[src/rtl/seq_muldiv_pkg.sv]
// Shared types and helpers for the sequential multiply/divide unit.
package seq_muldiv_pkg;

  typedef enum logic [1:0] {
    OP_MULU = 2'd0,
    OP_MULS = 2'd1,
    OP_DIVU = 2'd2,
    OP_DIVS = 2'd3
  } op_e;

  typedef enum logic [1:0] {
    IDLE = 2'd0,
    CALC = 2'd1,
    FIX  = 2'd2,
    DONE = 2'd3
  } state_e;

  function automatic logic is_div(op_e op);
    return (op == OP_DIVU) || (op == OP_DIVS);
  endfunction

  function automatic logic is_signed(op_e op);
    return (op == OP_MULS) || (op == OP_DIVS);
  endfunction

endpackage

[src/rtl/seq_negate.sv]
// Conditional two's complement: y = neg ? -x : x.
module seq_negate #(
  parameter int unsigned W = 8
) (
  input  logic         neg,
  input  logic [W-1:0] x,
  output logic [W-1:0] y_c
);

  assign y_c = neg ? (~x + W'(1)) : x;

endmodule

[src/rtl/seq_muldiv.sv]
// Iterative 1-bit/cycle multiply/divide engine, signed or unsigned, with
// valid/ready request/response handshakes, flush and div-by-zero/overflow flags.
module seq_muldiv
  import seq_muldiv_pkg::*;
#(
  parameter int unsigned WidthA = 32,
  parameter int unsigned WidthB = 32
) (
  input  logic                     clk_i,
  input  logic                     rst_ni,
  input  logic                     req_valid_i,
  output logic                     req_ready_o,
  input  logic [1:0]               op_i,
  input  logic [WidthA-1:0]        a_i,
  input  logic [WidthB-1:0]        b_i,
  input  logic                     flush_i,
  output logic                     rsp_valid_o,
  input  logic                     rsp_ready_i,
  output logic [WidthA+WidthB-1:0] prod_o,
  output logic [WidthA-1:0]        quot_o,
  output logic [WidthB-1:0]        rem_o,
  output logic                     dz_o,
  output logic                     ovf_o
);

  localparam int unsigned WidthC = WidthA + WidthB;
  localparam int unsigned CntW   = $clog2(WidthA + 1);

  if (WidthB > WidthA) begin : g_bad_width
    $error("seq_muldiv: WidthB must not exceed WidthA");
  end

  state_e             state_q, state_d;
  logic [CntW-1:0]    cnt_q, cnt_d;
  logic [WidthC-1:0]  acc_q, acc_d;
  logic [WidthA-1:0]  opnd_q, opnd_d;
  logic               div_q, div_d;
  logic               neg_p_q, neg_p_d;
  logic               neg_r_q, neg_r_d;
  logic               dz_p_q, dz_p_d;
  logic               ovf_p_q, ovf_p_d;

  logic               req_ready_q, req_ready_d;
  logic               rsp_valid_q, rsp_valid_d;
  logic [WidthC-1:0]  prod_q, prod_d;
  logic [WidthA-1:0]  quot_q, quot_d;
  logic [WidthB-1:0]  rem_q, rem_d;
  logic               dz_q, dz_d;
  logic               ovf_q, ovf_d;

  op_e                op_c;
  logic               sgn_c, a_neg_c, b_neg_c;
  logic               b_zero_c, ovf_case_c, special_c;
  logic               accept_c, rsp_hs_c;
  logic [WidthA-1:0]  abs_a_c, quot_fix_c;
  logic [WidthB-1:0]  abs_b_c, rem_fix_c;
  logic [WidthC-1:0]  prod_fix_c, mul_next_c, div_next_c;
  logic [WidthA:0]    mul_sum_c;
  logic [WidthB:0]    div_shift_c, div_diff_c;

  assign op_c       = op_e'(op_i);
  assign sgn_c      = is_signed(op_c);
  assign a_neg_c    = sgn_c & a_i[WidthA-1];
  assign b_neg_c    = sgn_c & b_i[WidthB-1];
  assign b_zero_c   = (b_i == '0);
  assign ovf_case_c = (op_c == OP_DIVS) && (a_i == {1'b1, {(WidthA-1){1'b0}}})
                      && (b_i == {WidthB{1'b1}});
  assign special_c  = is_div(op_c) & (b_zero_c | ovf_case_c);
  assign accept_c   = req_valid_i & req_ready_q & ~flush_i;
  assign rsp_hs_c   = rsp_valid_q & rsp_ready_i;

  seq_negate #(.W(WidthA)) u_abs_a    (.neg(a_neg_c), .x(a_i),                 .y_c(abs_a_c));
  seq_negate #(.W(WidthB)) u_abs_b    (.neg(b_neg_c), .x(b_i),                 .y_c(abs_b_c));
  seq_negate #(.W(WidthC)) u_fix_prod (.neg(neg_p_q), .x(acc_q),               .y_c(prod_fix_c));
  seq_negate #(.W(WidthA)) u_fix_quot (.neg(neg_p_q), .x(acc_q[WidthA-1:0]),   .y_c(quot_fix_c));
  seq_negate #(.W(WidthB)) u_fix_rem  (.neg(neg_r_q), .x(acc_q[WidthC-1:WidthA]), .y_c(rem_fix_c));

  // Shift-add step: acc = {partial product, multiplier}, multiplicand in opnd_q.
  assign mul_sum_c  = {1'b0, acc_q[WidthC-1:WidthB]} + {1'b0, opnd_q};
  assign mul_next_c = acc_q[0] ? {mul_sum_c, acc_q[WidthB-1:1]}
                               : {1'b0, acc_q[WidthC-1:1]};

  // Restoring step: acc = {partial remainder, quotient}, divisor in opnd_q.
  assign div_shift_c = acc_q[WidthC-1:WidthA-1];
  assign div_diff_c  = div_shift_c - {1'b0, opnd_q[WidthB-1:0]};
  assign div_next_c  = div_diff_c[WidthB]
                     ? {div_shift_c[WidthB-1:0], acc_q[WidthA-2:0], 1'b0}
                     : {div_diff_c[WidthB-1:0],  acc_q[WidthA-2:0], 1'b1};

  always_ff @(posedge clk_i or negedge rst_ni) begin : p_state
    if (!rst_ni) state_q <= IDLE;
    else         state_q <= state_d;
  end

  always_comb begin : p_next
    state_d = state_q;
    case (state_q)
      IDLE:    if (accept_c) state_d = special_c ? FIX : CALC;
      CALC:    if (flush_i) state_d = IDLE;
               else if (cnt_q == '0) state_d = FIX;
      FIX:     if (flush_i) state_d = IDLE;
               else if (cnt_q == '0) state_d = DONE;
      DONE:    if (flush_i || rsp_hs_c) state_d = IDLE;
      default: state_d = IDLE;
    endcase
  end

  always_comb begin : p_out
    acc_d       = acc_q;
    opnd_d      = opnd_q;
    cnt_d       = cnt_q;
    div_d       = div_q;
    neg_p_d     = neg_p_q;
    neg_r_d     = neg_r_q;
    dz_p_d      = dz_p_q;
    ovf_p_d     = ovf_p_q;
    rsp_valid_d = rsp_valid_q;
    prod_d      = prod_q;
    quot_d      = quot_q;
    rem_d       = rem_q;
    dz_d        = dz_q;
    ovf_d       = ovf_q;
    req_ready_d = (state_d == IDLE);
    case (state_q)
      IDLE: begin
        if (accept_c) begin
          div_d = is_div(op_c);
          if (special_c) begin
            // Final result is preloaded; two FIX cycles keep the latency at 2.
            cnt_d   = CntW'(1);
            neg_p_d = 1'b0;
            neg_r_d = 1'b0;
            dz_p_d  = b_zero_c;
            ovf_p_d = ~b_zero_c;
            opnd_d  = '0;
            acc_d   = b_zero_c ? {a_i[WidthB-1:0], {WidthA{1'b1}}}
                               : {{WidthB{1'b0}}, a_i};
          end else begin
            neg_p_d = a_neg_c ^ b_neg_c;
            neg_r_d = a_neg_c;
            dz_p_d  = 1'b0;
            ovf_p_d = 1'b0;
            if (is_div(op_c)) begin
              cnt_d  = CntW'(WidthA - 1);
              opnd_d = WidthA'(abs_b_c);
              acc_d  = {{WidthB{1'b0}}, abs_a_c};
            end else begin
              cnt_d  = CntW'(WidthB - 1);
              opnd_d = abs_a_c;
              acc_d  = {{WidthA{1'b0}}, abs_b_c};
            end
          end
        end
      end
      CALC: begin
        if (flush_i) begin
          cnt_d = '0;
        end else begin
          acc_d = div_q ? div_next_c : mul_next_c;
          if (cnt_q != '0) cnt_d = cnt_q - 1'b1;
        end
      end
      FIX: begin
        if (flush_i) begin
          cnt_d = '0;
        end else if (cnt_q != '0) begin
          cnt_d = cnt_q - 1'b1;
        end else begin
          rsp_valid_d = 1'b1;
          prod_d      = div_q ? '0 : prod_fix_c;
          quot_d      = div_q ? quot_fix_c : '0;
          rem_d       = div_q ? rem_fix_c : '0;
          dz_d        = dz_p_q;
          ovf_d       = ovf_p_q;
        end
      end
      DONE: begin
        if (flush_i || rsp_hs_c) begin
          cnt_d       = '0;
          rsp_valid_d = 1'b0;
          prod_d      = '0;
          quot_d      = '0;
          rem_d       = '0;
          dz_d        = 1'b0;
          ovf_d       = 1'b0;
        end
      end
      default: ;
    endcase
  end

  always_ff @(posedge clk_i or negedge rst_ni) begin : p_regs
    if (!rst_ni) begin
      acc_q       <= '0;
      opnd_q      <= '0;
      cnt_q       <= '0;
      div_q       <= 1'b0;
      neg_p_q     <= 1'b0;
      neg_r_q     <= 1'b0;
      dz_p_q      <= 1'b0;
      ovf_p_q     <= 1'b0;
      req_ready_q <= 1'b1;
      rsp_valid_q <= 1'b0;
      prod_q      <= '0;
      quot_q      <= '0;
      rem_q       <= '0;
      dz_q        <= 1'b0;
      ovf_q       <= 1'b0;
    end else begin
      acc_q       <= acc_d;
      opnd_q      <= opnd_d;
      cnt_q       <= cnt_d;
      div_q       <= div_d;
      neg_p_q     <= neg_p_d;
      neg_r_q     <= neg_r_d;
      dz_p_q      <= dz_p_d;
      ovf_p_q     <= ovf_p_d;
      req_ready_q <= req_ready_d;
      rsp_valid_q <= rsp_valid_d;
      prod_q      <= prod_d;
      quot_q      <= quot_d;
      rem_q       <= rem_d;
      dz_q        <= dz_d;
      ovf_q       <= ovf_d;
    end
  end

  assign req_ready_o = req_ready_q;
  assign rsp_valid_o = rsp_valid_q;
  assign prod_o      = prod_q;
  assign quot_o      = quot_q;
  assign rem_o       = rem_q;
  assign dz_o        = dz_q;
  assign ovf_o       = ovf_q;

endmodule

[config.mk]
export PLATFORM = sky130hd
export DESIGN_NAME = seq_muldiv
export DESIGN_NICKNAME = d
export VERILOG_FILES = /design/src/rtl/seq_muldiv_pkg.sv /design/src/rtl/seq_negate.sv /design/src/rtl/seq_muldiv.sv
export SDC_FILE = /design/constraint.sdc
export NUM_CORES = 1
export LEC_CHECK = 0
export ABC_CLOCK_PERIOD_IN_PS = 3200
export CAP_MARGIN = 20
export CELL_PAD_IN_SITES_DETAIL_PLACEMENT = 1
export CELL_PAD_IN_SITES_GLOBAL_PLACEMENT = 1
export CORE_MARGIN = 2
export CORE_UTILIZATION = 45
export DETAILED_ROUTE_END_ITERATION = 6
export DONT_BUFFER_PORTS = 1
export GPL_ROUTABILITY_DRIVEN = 0
export PLACE_DENSITY_LB_ADDON = 0.1
export SYNTH_ARGS = -nofsm -noshare
export SYNTH_HDL_FRONTEND = slang
export SYNTH_HIERARCHICAL = 1
export SYNTH_SLANG_ARGS = --single-unit
[constraint.sdc]
create_clock -name clk_i -period 3.2 [get_ports clk_i]
set_input_delay 0.64 -clock clk_i [delete_from_list [all_inputs] [get_ports clk_i]]
set_output_delay 0.64 -clock clk_i [all_outputs]
set_load 0.005 [all_outputs]
==> out/results.ini, run 1 <==
[die]
core_um2 = 44300
die_x_um = 216
start_util_pct = 45.7
die_h_um = 216
die_area_um2 = 46800
rows = 77
boundaryPins = 203

[timing]
worstMarginPinSlew_ns = 1.13
slew_violations = 0
relSlewSlack_pct = 24.9
rsz0062_at_grt = yes
final_hold_viol_count = 240
setup_tns_ns = 0
period_minus_slack_ns = 3.19
setup_viol = 0
holdWs_ns = -0.239
finalWorstSetupSlack_ns = 0.0142
finalClockSkew_ns = 0.0140
post-route-period-util_pct = 99.6
max_freq_mhz = 314

[power]
swShare_pct = 48.9
p_sw_mw = 12.5
p_per_area_nw_per_um2 = 1110
seqPwrFrac_pct = 19.8
pwr-share-comb_pct = 66.1
peakVddDrop_v = 0.000766
p_leak_nw = 9.65
total_power_mw = 25.6
clockPowerShare_pct = 14.1
power.internal_mw = 13.1

[logic_synthesis]
synth_nets = 2424
synth_edf_count = 0
ys_types = 93
ys_warn_count = 6
ys.flop_type = dfrtp_1
async_flop_share_pct = 100
synth.avg_cell_area_um2 = 8.91
synth_top_area_share_pct = 29.6
synth_area_leader_cell = dfrtp_1
syn_area_um2 = 20300
ys_seq_area_share_pct = 29.8
syn_inst = 2275
ys_top_cells_by_area = dfrtp_1 30%, xnor2_1 9.3%, a22o_1 5.7%
yosys_register_bits = 241

[clock_tree]
cts.path.max_buffers = 3
clk_root_buffer_cell = clkbuf_16
path_clk_slew_ns = 0.06
cts.sinks = 241
htree_levels = 1
cts_tree = yes
cts_buffers = 29
insertion_delay_ns = 0.58

[global_routing]
antenna_found_initial = 1
gr-usage-all-layers_pct = 33.2
met2_usage_pct = 53.6
met3_usage_pct = 5.47
grt_pass1_wl_mm = 121
grt_max_degree = 242
grt_pass1_vias = 19651
overflow = 0
use_met1_pct = 44.4
grt-busiest-layer = met2

[critical_path]
rr_worst_depth = 12
required_ns = 3.65
timing_worst_setup_path_type = reg -> reg
cp-start-kind = flop
arrival_ns = 3.64
worst_setup_path_end_kind = flop
path_max_fanout = 3

[place]
place_inst = 2872
dp_slack_ns = -0.290
port_buffers = 0
dp_hpwl_mm = 59.7

[cells_and_area]
areaGrowthSynthToFinish_pct = 13.5
drive_gt1_share_pct = 16.9
final_common_cell = dfrtp_1
diodes = 0
fin_nets = 2470
finalNonFillerCells = 2936
layout_common_cells = 236 x dfrtp_1, 216 x xnor2_1, 202 x nand2_1

[worst_hold_path]
hp-class = in -> async

[route]
postRouteAntennaNets = 0
drt_iter0_markers = 1710
dr.pass1.iters = 5
viasPerCell = 6.55
vias = 19241
post-route-drc-count = 0
drt_wl_total_mm = 80.3
wire_per_inst_um = 27.4

[outcome]
violations = negative hold slack
status = finished, violations left

[flow_run]
maxCapViolCount = 0

## flip-flops by register name, summed over array words and instances (netlist names), 2 cells and up
register / flops
prod_o: 64
acc_q: 64
quot_o: 32
cnt_q: 6
opnd_q: 32
rem_o: 32
state_q: 2
## worst paths after layout
kind,from,end,slack [ns]
setup / recovery,opnd_q[0]$_DFFE_PN0P_,acc_q[63]$_DFFE_PN0P_,0.01
hold / removal,rst_ni,rem_o[2]$_DFFE_PN0P_,-0.24
setup reg to reg,opnd_q[0]$_DFFE_PN0P_,acc_q[63]$_DFFE_PN0P_,0.01
hold reg to reg,opnd_q[25]$_DFFE_PN0P_,opnd_q[25]$_DFFE_PN0P_,0.52
max in group asynchronous,rst_ni,neg_p_q$_DFFE_PN0P_,2.99
min in group clk_i,a_i[21],acc_q[53]$_DFFE_PN0P_,0.25
## critical path, stage by stage (launching register included)
cell and delay, ns:
dfrtp_1 0.42, buf_4 0.16, ha_1 0.20, fa_1 0.40, a21o_1 0.22, a2bb2oi_2 0.22
a2111o_1 0.22, nand4b_1 0.21, a31oi_2 0.25, nor3_1 0.14, a31oi_4 0.16, nor3_1 0.07
or3_1 0.39
## power by group through the flow
stage / combinational [mW] / sequential (mW) / clock (mW)
after floorplan: 10.7 / 5.00 / 0
after global placement: 15.3 / 5.05 / 0
after detailed placement: 15.8 / 5.10 / 0
after CTS: 16.1 / 5.05 / 3.66
after global routing: 18.2 / 5.19 / 3.78
final: 17.0 / 5.08 / 3.61
## Yosys cell counts, types with 14 or more instances
master / count
buf_1: 21
nor4_4: 17
nor2_1: 75
o41ai_1: 31
mux2i_1: 86
nand2_1: 202
a22o_1: 132
inv_1: 69
nor4_1: 28
a21oi_1: 172
nand2b_1: 24
a21o_1: 33
nor2b_1: 19
or2_2: 15
o31ai_1: 91
clkbuf_1: 106
and3_1: 20
o21ai_0: 164
nand3_1: 41
nand4_1: 36
dfrtp_1: 240
or3_1: 21
nor3_1: 37
xnor2_1: 216
a211oi_1: 14
o41ai_2: 20
ha_1: 76
mux2_2: 41
## timing repair
action                                  in CTS  in global routing
endpoints found under the hold margin      241                240
endpoints found under the setup margin      32                 33
gates resized for setup                     14                 40
pin swaps                                    3                 14
setup buffers                                4                  4
gates cloned                                 0                  1
## metal layers
layer  wire length [µm]  vias up
li1                   -     8647
met1              34900     9702
met2              36800      697
met3               5260      191
met4               3230        4
met5                 66        -
## metrics by stage
stage | instance area [µm²] | utilization, %
after floorplan | 20300 | -
after global placement | 21700 | 48.9
after detailed placement | 21700 | 48.9
after CTS | 22800 | 51.4
after global routing | 23000 | 51.9
final | 23000 | 51.9
## cells by family after synthesis
family                   count (synthesis)  synth area share (%)
flip-flops                             241                  29.8
buffers and inverters                  214                  4.38
XOR/XNOR                               229                  9.89
adder cells (fa/ha/maj)                 78                  4.89
AND/OR/NAND/NOR                        614                  17.5
AO/OA/AOI/OAI                          772                  27.1
multiplexers                           127                  6.52
## final cells by class
type | count | area, µm²
Sequential cell | 241 | 6040
Timing Repair Buffer | 160 | 1350
Tap cell | 592 | 741
Fill cell | 5096 | 21300
Inverter | 69 | 259
Clock inverter | 21 | 267
Clock buffer | 33 | 761
Multi-Input combinational cell | 1820 | 13600
(Power assumes the default switching activity.)
==> run 2, diff against run 1 <==
Settings changed: CORE_ASPECT_RATIO set to 1.1, TNS_END_PERCENT set to 10.
==> run 2 against run 1 <==
  * The flow still finishes with violations (negative hold slack)
  * Cell count shrank 0.14%
  * First-iteration DRC count shrank 13%
  * Core utilization shrank 0.21 points
  * Hold slack gained 0.017 ns
  * Routed wire length shrank 1.3%
  * Sequential share of layout area is essentially flat
  * Power shrank 1.5%
  * Die area is essentially flat
  * Setup slack gained 0.034 ns
  * Largest cell class unchanged
  * Highest routed layer unchanged
==> out/results.ini, run 2 (synthesized netlist as in run 1, its figures left out) <==
[global_routing]
grt_pass1_wl_mm = 119
grt_max_degree = 242
antenna_found_initial = 3
gr-usage-all-layers_pct = 33.3
overflow = 0
grt_pass1_vias = 19516

[timing]
worstMarginPinSlew_ns = 0.879
holdWs_ns = -0.221
finalWorstSetupSlack_ns = 0.0478
relSlewSlack_pct = 41.4
final_hold_viol_count = 240
finalClockSkew_ns = 0.0330
period_minus_slack_ns = 3.15
max_freq_mhz = 317
rsz0062_at_grt = yes
post-route-period-util_pct = 98.5
setup_viol = 0
slew_violations = 0

[clock_tree]
cts.sinks = 241
path_clk_slew_ns = 0.07
insertion_delay_ns = 0.59
cts_tree = yes
cts.path.max_buffers = 3
cts_buffers = 27
clk_root_buffer_cell = clkbuf_16
htree_levels = 1

[critical_path]
timing.rr.start = acc_q[34]$_DFFE_PN0P_
cp-start-kind = flop
rr_worst_depth = 11
arrival_ns = 3.61
worst_setup_path_end_kind = flop
timing_worst_setup_path_type = reg -> reg
path_max_fanout = 14
startpoint = acc_q[34]$_DFFE_PN0P_
required_ns = 3.66

[outcome]
status = finished, violations left
violations = negative hold slack

[power]
power.internal_mw = 12.9
peakVddDrop_v = 0.000638
pwr-share-comb_pct = 68.2
swShare_pct = 48.9
seqPwrFrac_pct = 18.9
p_leak_nw = 9.69
clockPowerShare_pct = 12.9
p_sw_mw = 12.3
p_per_area_nw_per_um2 = 1100

[die]
die_h_um = 227
start_util_pct = 45.6
rows = 81
core_um2 = 44500
die_x_um = 206
die_area_um2 = 46800
boundaryPins = 203

[route]
dr.pass1.iters = 6
drt_wl_total_mm = 79.3
viasPerCell = 6.53
wire_per_inst_um = 27.0
postRouteAntennaNets = 0
drt_iter0_markers = 1488
vias = 19143
post-route-drc-count = 0

[cells_and_area]
areaGrowthSynthToFinish_pct = 13.5
final_common_cell = dfrtp_1
diodes = 0
layout_common_cells = 236 x dfrtp_1, 216 x xnor2_1, 202 x nand2_1
fin_nets = 2484
drive_gt1_share_pct = 17.2

[worst_hold_path]
hp-class = in -> async

[place]
dp_hpwl_mm = 59.5
port_buffers = 0
dp_slack_ns = -0.0938

[flow_run]
maxCapViolCount = 0

run 2: through the flow:
stage / utilization (%) / TNS (ns) / std cells / total power [mW] / cell area [µm²]
after floorplan: - / 0 / 2275 / 15.7 / 20300
after detailed placement: 49.0 / -1.07 / 2880 / 21.1 / 21800
final: 51.7 / 0 / 2932 / 25.3 / 23000
after global routing: 51.7 / -0.324 / 2932 / 26.9 / 23000
after global placement: 49.0 / -0.125 / 2879 / 20.6 / 21800
after CTS: 51.2 / -0.00276 / 2926 / 24.5 / 22800
run 2: path summary, 6_finish.rpt:
kind	to	slack (ns)
max in group asynchronous	neg_p_q$_DFFE_PN0P_	2.95
min in group clk_i	acc_q[40]$_DFFE_PN0P_	0.29
min reg2reg	ovf_p_q$_DFFE_PN0P_	0.51
max	acc_q[50]$_DFFE_PN0P_	0.05
min	rem_o[15]$_DFFE_PN0P_	-0.22
max reg2reg	acc_q[50]$_DFFE_PN0P_	0.05
run 2: power groups by stage:
stage          registers [mW]  clock network (mW)  logic [mW]
5_1_grt                  4.85                3.41        18.6
3_5_place_dp             4.86                   0        16.2
6_report                 4.78                3.26        17.2
2_1_floorplan            5.00                   0        10.7
4_1_cts                  4.81                3.30        16.4
3_3_place_gp             4.82                   0        15.8
run 2: area by class of cell:
cell class	instances	area, µm²
Sequential cell	241	6040
Tap cell	581	727
Clock buffer	37	793
Fill cell	5094	21500
Inverter	69	259
Multi-Input combinational cell	1820	13600
Timing Repair Buffer	176	1490
Clock inverter	8	113
run 2: metal layers:
layer | routed length, µm | global-route usage, %
met2 | 37000 | 54.2
met4 | 3720 | 14.7
met3 | 5250 | 5.81
met1 | 33200 | 43.0
met5 | 10 | 0
run 2: repair_timing:
item | CTS | global route
resized for setup | 8 | 42
gates cloned | 0 | 1
setup buffers | 1 | 4
pin swaps | 1 | 14
endpoints found under the hold margin | 241 | 240
setup endpoints to repair | 24 | 33
run 2: critical path, stage by stage (launching register included):
cell	delay, ns
dfrtp_1	0.39
buf_4	0.22
ha_1	0.28
a211oi_1	0.29
o21ai_1	0.15
o31a_1	0.30
a22o_1	0.29
a21oi_2	0.26
o21ai_0	0.16
xnor2_1	0.24
o211ai_1	0.16
a32o_1	0.30
==> run 3, diff against run 2 <==
Settings changed: PLACE_DENSITY set to 0.75, PLACE_DENSITY_LB_ADDON 0.1 to not set.
==> run 3 against run 2 <==
  * The flow still finishes with violations (negative hold slack)
  * Global-route usage decreased by 0.077 points
  * Register-to-register slack about the same
  * Hold slack got worse by 0.013 ns
  * Non-clock buffer count decreased by 4
  * Sequential cell count unchanged
  * Cell count about the same
  * Core utilization increased by 0.14 points
  * Setup slack improved by 0.0092 ns
  * Die area unchanged
  * Count of clock-buffer cells in the layout decreased by 4
  * Clock power increased by 13%
  * Critical endpoint is now acc_q[63]$_DFFE_PN0P_
==> out/results.ini, run 3 (synthesized netlist as in run 1, its figures left out) <==
[outcome]
status = finished, violations left
violations = negative hold slack

[die]
die_h_um = 227
core_um2 = 44500
die_x_um = 206
rows = 81
boundaryPins = 203
start_util_pct = 45.6
die_area_um2 = 46800

[timing]
relSlewSlack_pct = 28.4
slew_violations = 0
post-route-period-util_pct = 98.2
setup_viol = 0
finalWorstSetupSlack_ns = 0.0569
rsz0062_at_grt = yes
period_minus_slack_ns = 3.14
max_freq_mhz = 318
worstMarginPinSlew_ns = 1.07
final_hold_viol_count = 240
finalClockSkew_ns = 0.0215
holdWs_ns = -0.234

[global_routing]
grt_pass1_wl_mm = 120
gr-usage-all-layers_pct = 33.2
grt_pass1_vias = 20183
antenna_found_initial = 3
grt_max_degree = 242
overflow = 0

[clock_tree]
cts.path.max_buffers = 3
cts.sinks = 241
clk_root_buffer_cell = clkbuf_16
insertion_delay_ns = 0.59
htree_levels = 1
cts_buffers = 28
cts_tree = yes
path_clk_slew_ns = 0.06

[worst_hold_path]
hp-class = in -> async

[cells_and_area]
areaGrowthSynthToFinish_pct = 13.8
layout_common_cells = 236 x dfrtp_1, 216 x xnor2_1, 202 x nand2_1
area.sequential_um2 = 6040
final_common_cell = dfrtp_1
drive_gt1_share_pct = 17.0
diodes = 0
finalNonFillerCells = 2934
fin_nets = 2481
multiInputGateArea_um2 = 13600
nFillCells = 5100

[critical_path]
rr_worst_depth = 12
path_buf_inv = 2
r2r_slack_ns = 0.06
slowest_delay_ns = 0.46
required_ns = 3.65
worstPathCellList = inv_1 -> ha_1 -> buf_4 -> a21oi_1 -> nand2_1 -> o2111a_1 -> or3_1 -> nand3_2 -> nand4_1 -> a41oi_2 -> nor4bb_1 -> or3_1
arrival_ns = 3.59
crit_top_cell = or3_1
timing.rr.start = opnd_q[4]$_DFFE_PN0P_
timing_worst_setup_path_type = reg -> reg
worst_setup_path_end_kind = flop
slowest_stage = or3_1
cp_top_family = simple AND/OR/NAND/NOR gates
worst_r2r_endpoint = acc_q[63]$_DFFE_PN0P_
cp-start-kind = flop
path_max_fanout = 4

[power]
clockPowerShare_pct = 14.4
power.internal_mw = 13.2
total_power_mw = 25.6
seqPwrFrac_pct = 19.1
swShare_pct = 48.4
peakVddDrop_v = 0.000818
p_per_area_nw_per_um2 = 1110
pwr-share-comb_pct = 66.5
p_sw_mw = 12.4
p_leak_nw = 9.72

[route]
vias = 19589
drt_iter0_markers = 1598
post-route-drc-count = 0
postRouteAntennaNets = 0
drt_wl_total_mm = 79.8
wire_per_inst_um = 27.2
dr.pass1.iters = 5
viasPerCell = 6.68

[place]
dp_slack_ns = -0.123
place_inst = 2877
port_buffers = 0
dp_hpwl_mm = 58.9

[flow_run]
maxCapViolCount = 0

-- run 3: worst max-delay path by stage --
| stage | start | endpoint | cells past startpoint |
|---|---|---|---|
| after floorplan | acc_q[34]$_DFFE_PN0P_ | acc_q[40]$_DFFE_PN0P_ | 11 |
| after detailed placement | acc_q[31]$_DFFE_PN0P_ | acc_q[34]$_DFFE_PN0P_ | 13 |
| after global routing | opnd_q[23]$_DFFE_PN0P_ | acc_q[51]$_DFFE_PN0P_ | 13 |
| final | opnd_q[4]$_DFFE_PN0P_ | acc_q[63]$_DFFE_PN0P_ | 12 |
| after global placement | acc_q[31]$_DFFE_PN0P_ | acc_q[34]$_DFFE_PN0P_ | 13 |
| after CTS | opnd_q[5]$_DFFE_PN0P_ | acc_q[61]$_DFFE_PN0P_ | 10 |
-- run 3: stage by stage --
stage	util [%]	cell area, µm²	TNS (ns)
final	51.9	23100	0
after global routing	51.9	23100	-0.193
after CTS	51.4	22900	0
after detailed placement	49.0	21800	-1.72
after global placement	49.0	21800	-0.0280
after floorplan	-	20300	0
-- run 3: cell type report --
class | count | share of cell area, %
tap | 581 | 3.15
clock inverter | 18 | 1.29
multi-input combinational | 1820 | 58.8
inverter | 69 | 1.12
clock buffer | 33 | 3.29
sequential | 241 | 26.2
timing repair buffer | 172 | 6.17
-- run 3: routing by layer --
metal  part of all wire [%]  vias to the layer above  track usage, %
met4                    4.7                        4            15.1
li1                       -                     8678               -
met1                     40                     9924            41.5
met5                  0.030                        -               0
met3                    7.0                      227            5.95
met2                     48                      756            55.5
-- run 3: power by group through the flow --
stage | clock [mW] | sequential [mW] | combinational [mW]
after CTS | 3.75 | 4.87 | 16.4
after global routing | 3.86 | 4.98 | 18.4
after global placement | 0 | 4.87 | 15.6
after floorplan | 0 | 5.00 | 10.7
after detailed placement | 0 | 4.91 | 16.2
final | 3.70 | 4.90 | 17.0
-- run 3: worst reg2reg max path: cells and delay by family, from the launching register on --
kind / cells / cell delay (ns)
simple gates: 6 / 1.34
compound gates: 3 / 0.73
buf+inv: 2 / 0.23
fa+ha+maj: 1 / 0.31
flops: 1 / 0.43
-- run 3: repair_timing --
action                     4_1_cts  5_1_grt
hold endpoints to repair       241      240
resized for setup                8       39
setup endpoints to repair       29       33
pin swaps                        2       12
buffers inserted                 1        5
